File: src/rtl/vga_frame_ctrl.sv
// rtl/vga_frame_ctrl.sv - VGA timing generator with registered sprite/maze colour arbitration
module vga_frame_ctrl #(
  parameter int H_ACTIVE = 640,
  parameter int H_FP     = 16,
  parameter int H_SYNC   = 96,
  parameter int H_BP     = 48,
  parameter int V_ACTIVE = 480,
  parameter int V_FP     = 10,
  parameter int V_SYNC   = 2,
  parameter int V_BP     = 33
) (
  input  logic       clk,
  input  logic       rst_n,
  output logic [9:0] pix_x,
  output logic [9:0] pix_y,
  output logic       pix_en,
  output logic       frame_start,
  input  logic       pac_valid,
  input  logic [5:0] pac_rgb,
  input  logic       ghost_valid,
  input  logic [5:0] ghost_rgb,
  input  logic [5:0] maze_rgb,
  output logic       hsync,
  output logic       vsync,
  output logic [1:0] r,
  output logic [1:0] g,
  output logic [1:0] b,
  output logic       collision
);

  localparam int H_TOTAL = H_ACTIVE + H_FP + H_SYNC + H_BP;
  localparam int V_TOTAL = V_ACTIVE + V_FP + V_SYNC + V_BP;

  localparam logic [9:0] H_LAST     = 10'(H_TOTAL - 1);
  localparam logic [9:0] V_LAST     = 10'(V_TOTAL - 1);
  localparam logic [9:0] H_VIS      = 10'(H_ACTIVE);
  localparam logic [9:0] V_VIS      = 10'(V_ACTIVE);
  localparam logic [9:0] HS_START   = 10'(H_ACTIVE + H_FP);
  localparam logic [9:0] HS_END     = 10'(H_ACTIVE + H_FP + H_SYNC - 1);
  localparam logic [9:0] VS_START   = 10'(V_ACTIVE + V_FP);
  localparam logic [9:0] VS_END     = 10'(V_ACTIVE + V_FP + V_SYNC - 1);

  logic       div;
  logic [9:0] h_cnt;
  logic [9:0] v_cnt;
  logic       active;
  logic       hs_win;
  logic       vs_win;
  logic [5:0] rgb_next;
  logic [5:0] rgb_q;

  assign pix_en      = div;
  assign pix_x       = h_cnt;
  assign pix_y       = v_cnt;
  assign frame_start = div && (h_cnt == 10'd0) && (v_cnt == 10'd0);

  // Stage-0 decode of the pixel currently addressed by the counters
  assign active = (h_cnt < H_VIS) && (v_cnt < V_VIS);
  assign hs_win = (h_cnt >= HS_START) && (h_cnt <= HS_END);
  assign vs_win = (v_cnt >= VS_START) && (v_cnt <= VS_END);

  assign r = rgb_q[5:4];
  assign g = rgb_q[3:2];
  assign b = rgb_q[1:0];

  // Fixed-priority colour pick: ghost over Pac-Man over maze, black in blanking
  always_comb begin
    rgb_next = 6'h00;
    if (active) begin
      if (ghost_valid)    rgb_next = ghost_rgb;
      else if (pac_valid) rgb_next = pac_rgb;
      else                rgb_next = maze_rgb;
    end
  end

  // Pixel-rate divider: pix_en is high on every second clk
  always_ff @(posedge clk or negedge rst_n) begin
    if (!rst_n) div <= 1'b0;
    else        div <= ~div;
  end

  // Horizontal/vertical raster counters, advanced once per pixel
  always_ff @(posedge clk or negedge rst_n) begin
    if (!rst_n) begin
      h_cnt <= 10'd0;
      v_cnt <= 10'd0;
    end else if (div) begin
      if (h_cnt == H_LAST) begin
        h_cnt <= 10'd0;
        v_cnt <= (v_cnt == V_LAST) ? 10'd0 : v_cnt + 10'd1;
      end else begin
        h_cnt <= h_cnt + 10'd1;
      end
    end
  end

  // Stage-1 registers: syncs delayed one pixel so they line up with colour
  always_ff @(posedge clk or negedge rst_n) begin
    if (!rst_n) begin
      hsync <= 1'b1;
      vsync <= 1'b1;
      rgb_q <= 6'h00;
    end else if (div) begin
      hsync <= ~hs_win;
      vsync <= ~vs_win;
      rgb_q <= rgb_next;
    end
  end

  // Sticky overlap flag; the frame-start clear takes precedence over a set
  always_ff @(posedge clk or negedge rst_n) begin
    if (!rst_n) begin
      collision <= 1'b0;
    end else if (div) begin
      if (frame_start)                            collision <= 1'b0;
      else if (active && pac_valid && ghost_valid) collision <= 1'b1;
    end
  end

endmodule

File: config.mk
export PLATFORM = sky130hd
export DESIGN_NAME = vga_frame_ctrl
export DESIGN_NICKNAME = d
export VERILOG_FILES = /design/src/rtl/vga_frame_ctrl.sv
export SDC_FILE = /design/constraint.sdc
export NUM_CORES = 1
export LEC_CHECK = 0
export CORE_MARGIN = 2
export CORE_UTILIZATION = 45
export CTS_BUF_LIST = sky130_fd_sc_hd__clkbuf_4
export DETAILED_ROUTE_END_ITERATION = 12
export GPL_TIMING_DRIVEN = 0
export PLACE_DENSITY = 0.79
export RECOVER_POWER = 25
export SETUP_SLACK_MARGIN = 0.1
export SYNTH_ARGS = -nofsm -noshare
export SYNTH_HDL_FRONTEND = slang
export SYNTH_SLANG_ARGS = --single-unit
File: constraint.sdc
create_clock -name clk -period 2.45 [get_ports clk]
set_input_delay 0.6125 -clock clk [delete_from_list [all_inputs] [get_ports clk]]
set_output_delay 0.6125 -clock clk [all_outputs]
set_load 0.05 [all_outputs]
### After elaboration in Yosys (flattened, before gate mapping)

Cells that the tools add are included.

* word-level logic and storage cells: 39
* input bits: 22
* register bits: 30

* bitwise gates (word level): 3
* magnitude comparators: 6
* reductions and logical operators: 12
* add/sub/neg operators: 2
* eq/ne operators: 2
* muxes and demuxes: 7

Operators with widths (number)
* adder 10 x 1 -> 10 bit, second input constant: 2
* == test 10 bit, second input constant: 2
* logical NOT 10 bit: 2
* two-way mux 10 bit: 2
* two-way mux 6 bit: 3
* >= comparator 10 bit, second input constant: 1
* >= comparator 10 x 9 -> 1 bit, second input constant: 1
* <= comparator 10 bit, second input constant: 1
* <= comparator 10 x 9 -> 1 bit, second input constant: 1
* < comparator 10 bit, second input constant: 1
* < comparator 10 x 9 -> 1 bit, second input constant: 1
* logical AND 1 bit: 7
* AND reduction 2 bit: 2
* inverter 1 bit: 3
* two-way mux 1 bit: 2
* nonzero test 2 bit: 1

### Longest topological paths before layout

* depth in word-level cells: 6
* mapped depth: 6

### Worst setup path before layout

Ideal clock, no wire load.

* path type: reg2out
* from: register h_cnt[6], in the netlist pix_x[6]
* to: output port frame_start
* required time: 1837 ps
* setup slack: -1007 ps
* cell stages (with the launch flop): 5
* arrival time: 2845 ps
* buffers on the path: 1
* path through: dfrtp_1 -> or2_1 -> buf_2 -> or3_1 -> nor4_1

* cells in the longest elaborated chain, start to end: 3

RTL lines
* start: declaration: RTL line 44 `logic [9:0] h_cnt;`
* start signal: assignment: RTL line 92 `h_cnt <= h_cnt + 10'd1;`
* logical NOT 10 bit: RTL line 55 `assign frame_start = div && (h_cnt == 10'd0) && (v_cnt == 10'd0);`
* logical AND 1 bit (2 in a row): RTL line 55
* end: declaration: RTL line 17 `output logic frame_start,`

No other way between the ends.

### Worst setup path after layout

Ends and elaborated chain as after synthesis.

==> results.cfg <==
[global_route]
top_usage_layer = met2
overflow = 0
grt_use_total_pct = 20.9
grt_first_pass_wirelength_um = 6690
met2_usage_pct = 35.9
grt_max_degree = 31
use_met3_pct = 5.00
grt_pass1_vias = 1465
antenna_found_initial = 0
grt.met1_usage_pct = 25.8

[route]
routed_via_density = 5.42
wl_per_cell_um = 14.6
num_vias = 1490
drt_iter0_drc = 65
ant_nets = 0
firstDrtPassIters = 4
drc = 0
wl_um = 4020

[final_layout]
fillers = 294
antenna_cells = 0
most-common-layout-cells = 46 x clkdlybuf4s50_1, 26 x dfrtp_1, 15 x nand3_1, 14 x nor2_1, 10 x a21oi_1
drive_gt1_share_pct = 13.5
design_area_mm2 = 0.00232
fin_cells = 275
seqCellArea_um2 = 756
final_nets = 254
area_growth_pct = 45.8
final_common_cell = clkdlybuf4s50_1
final_util_pct = 69.0
multi_input_area_um2 = 815

[power_and_ir_drop]
p_total_mw = 0.898
power_density_mw_per_mm2 = 387
sequentialPowerShare_pct = 56.6
ir_worst_vdd_mv = 0.330
leakage_nw = 1.01
netSwitchingFraction_pct = 25.0
p_int_mw = 0.674
clock_power_share_pct = 30.7
switching_power_mw = 0.224
combPwrFrac_pct = 12.7

[timing]
min_period_ps = 2480
worst_slew_pin_slew_ps = 1550
setup_viol = 1
max_freq_ghz = 0.402
finalSetupTns_ps = -34.8
drv_slew = 31
hold_viol = 0
finalCritPeriodShare_pct = 101
rsz0062_at_grt = yes
fin_skew_ps = 11.3
maxSlewHeadroom_pct = -3.23
setup_ws_ps = -34.8

[clock_tree]
path_clk_slew_ps = 80
h-tree-depth = 2
root_buffer = clkbuf_4
numCtsBuffers = 5
cts_sinks = 30
worstSkewPairLatency_ps = 320
cts_tree = done
hold_buffers = 0
cts.path.max_buffers = 2

[yosys]
yosys.area_share.adder_pct = 3.14
synth_xor_area_share_pct = 5.50
synth_compound_area_share_pct = 12.2
synth_edf_count = 0
syn_area_mm2 = 0.00159
ys_seq_area_share_pct = 47.3
synth-seq-cells = 30
postSynthAreaPerCell_um2 = 9.76
async_flop_share_pct = 100
synth_cell_types = 37
synthSimpleGateAreaFrac_pct = 22.6
yosysWarnings = 0
synthFlopType = dfrtp_1
syn_inst = 163
synth.area.mux_share_pct = 5.03
synth_fp_nets = 189
synth_top_family_by_area = simple AND/OR/NAND/NOR gates

[floorplanning]
core_mm2 = 0.00336
pin_count = 53
dieArea_mm2 = 0.00403
start_util_pct = 47.3
fp.dieW_um = 63.5
die_h_um = 63.5
fp-row-count = 21

[worst_setup_path]
cp_num_buf_inv = 2
max_stage_delay_ps = 410
crit_arrival_ps = 1870
endpoint_kind = output pin
crit_top_cell = buf_6
crit_path_start_kind = flip-flop
critPathLaunch = pix_x[6]$_DFFE_PN0P_
crit_path_max_fanout = 2
path_cells = or2_1 > buf_6 > or3_4 > nor4_4 > buf_6
worstSetupPathType = reg -> out
critPathTopFamily = simple AND/OR/NAND/NOR gates
cp.required_ps = 1840
cp_slowest_cell = dfrtp_2
r2r-start = pix_x[0]$_DFFE_PN0P_

[placed_design]
dp.cells = 260
io_buffers = 51
place.gp.congestion = 0.833
place_area_mm2 = 0.00218
hpwl_um = 2950

[worst_hold_path]
hp-start = hsync$_DFFE_PN1P_
worstHoldPathType = reg -> reg

[status]
outcome = finished, violations left
violations = max-capacitance violations, max-slew violations, negative setup slack

[job]
max_cap_viol_count = 1
power by group through the flow:
stage	clock, mW	combinational (mW)	sequential (mW)
final	0.276	0.114	0.508
after global routing	0.305	0.122	0.509
after CTS	0.282	0.117	0.509
after detailed placement	0	0.116	0.518
after global placement	0	0.115	0.517
after floorplan	0	0.0213	0.548
worst reg2reg max path, stage by stage (launching register included):
cell,delay [ps]
dfrtp_1,360
buf_4,130
ha_1,240
nand4_2,210
or3_4,430
buf_6,140
or4_1,460
a21oi_1,160
per-stage QoR:
step                      worst slack (ps)  hold WS [ps]
final                                -34.8           495
after global routing                  -122           515
after CTS                             14.1           496
after detailed placement              -409           481
after global placement                -409           472
after floorplan                      -42.6           317
synthesized netlist by cell type (2+ instances only):
cell,count,share of area [%]
a21oi_1,10,3.1
and3_1,4,1.6
and4_1,2,1.1
buf_2,3,0.94
clkbuf_1,3,0.71
dfrtp_1,28,44
dfstp_2,2,3.3
ha_1,4,3.1
inv_1,7,1.7
mux2i_1,8,5.0
nand2_1,9,2.1
nand3_1,15,4.7
nand4_1,3,1.2
nand4b_1,3,1.7
nor2_1,14,3.3
nor3_1,5,1.6
nor4_1,3,1.2
o21ai_0,8,2.5
o2bb2ai_1,6,3.3
xnor2_1,6,3.3
xor2_1,4,2.2
flip-flops by register name, summed over array words and instances, names as in the netlist:
register,flops
pix_en,1
vsync,1
pix_y,10
pix_x,10
hsync,1
rgb_q,6
collision,1
final cells by class:
cell class | instances | share of cell area [%]
Buffer | 7 | 1.89
Multi-Input combinational cell | 118 | 35.1
Inverter | 8 | 1.29
Clock inverter | 2 | 0.377
Tap cell | 46 | 2.48
Sequential cell | 30 | 32.6
Timing Repair Buffer | 58 | 24.4
Clock buffer | 6 | 1.94
cells by family after synthesis:
family	Yosys count
AO/OA/AOI/OAI	30
adder cells (fa/ha/maj)	4
multiplexers	8
AND/OR/NAND/NOR	66
flip-flops	30
buffers and inverters	15
XOR/XNOR	10
what timing repair did:
action / CTS / global route
gates resized for setup: 13 / 3
endpoints found under the hold margin: 0 / 0
endpoints found under the setup margin: 1 / 3
buffers inserted: 6 / 1
pin swaps: 3 / 2
routing by layer:
metal  part of all wire [%]  up-vias  routed length (µm)
met5                      0        -                   0
met4                    1.2        0                  47
met3                    6.5        6                 260
met2                     50       46                2030
met1                     42      720                1680
li1                       -      718                   -
worst paths after layout:
path / end / slack [ps] / depth (start not counted)
max: frame_start / -30 / 5
min: hsync$_DFFE_PN1P_ / 490 / 2
max reg2reg: pix_y[9]$_DFFE_PN0P_ / 250 / 7
min reg2reg: hsync$_DFFE_PN1P_ / 490 / 2
max in group asynchronous: pix_x[7]$_DFFE_PN0P_ / 770 / 1
min in group asynchronous: pix_y[3]$_DFFE_PN0P_ / 650 / 1
Power figures use the tool's default switching activity.
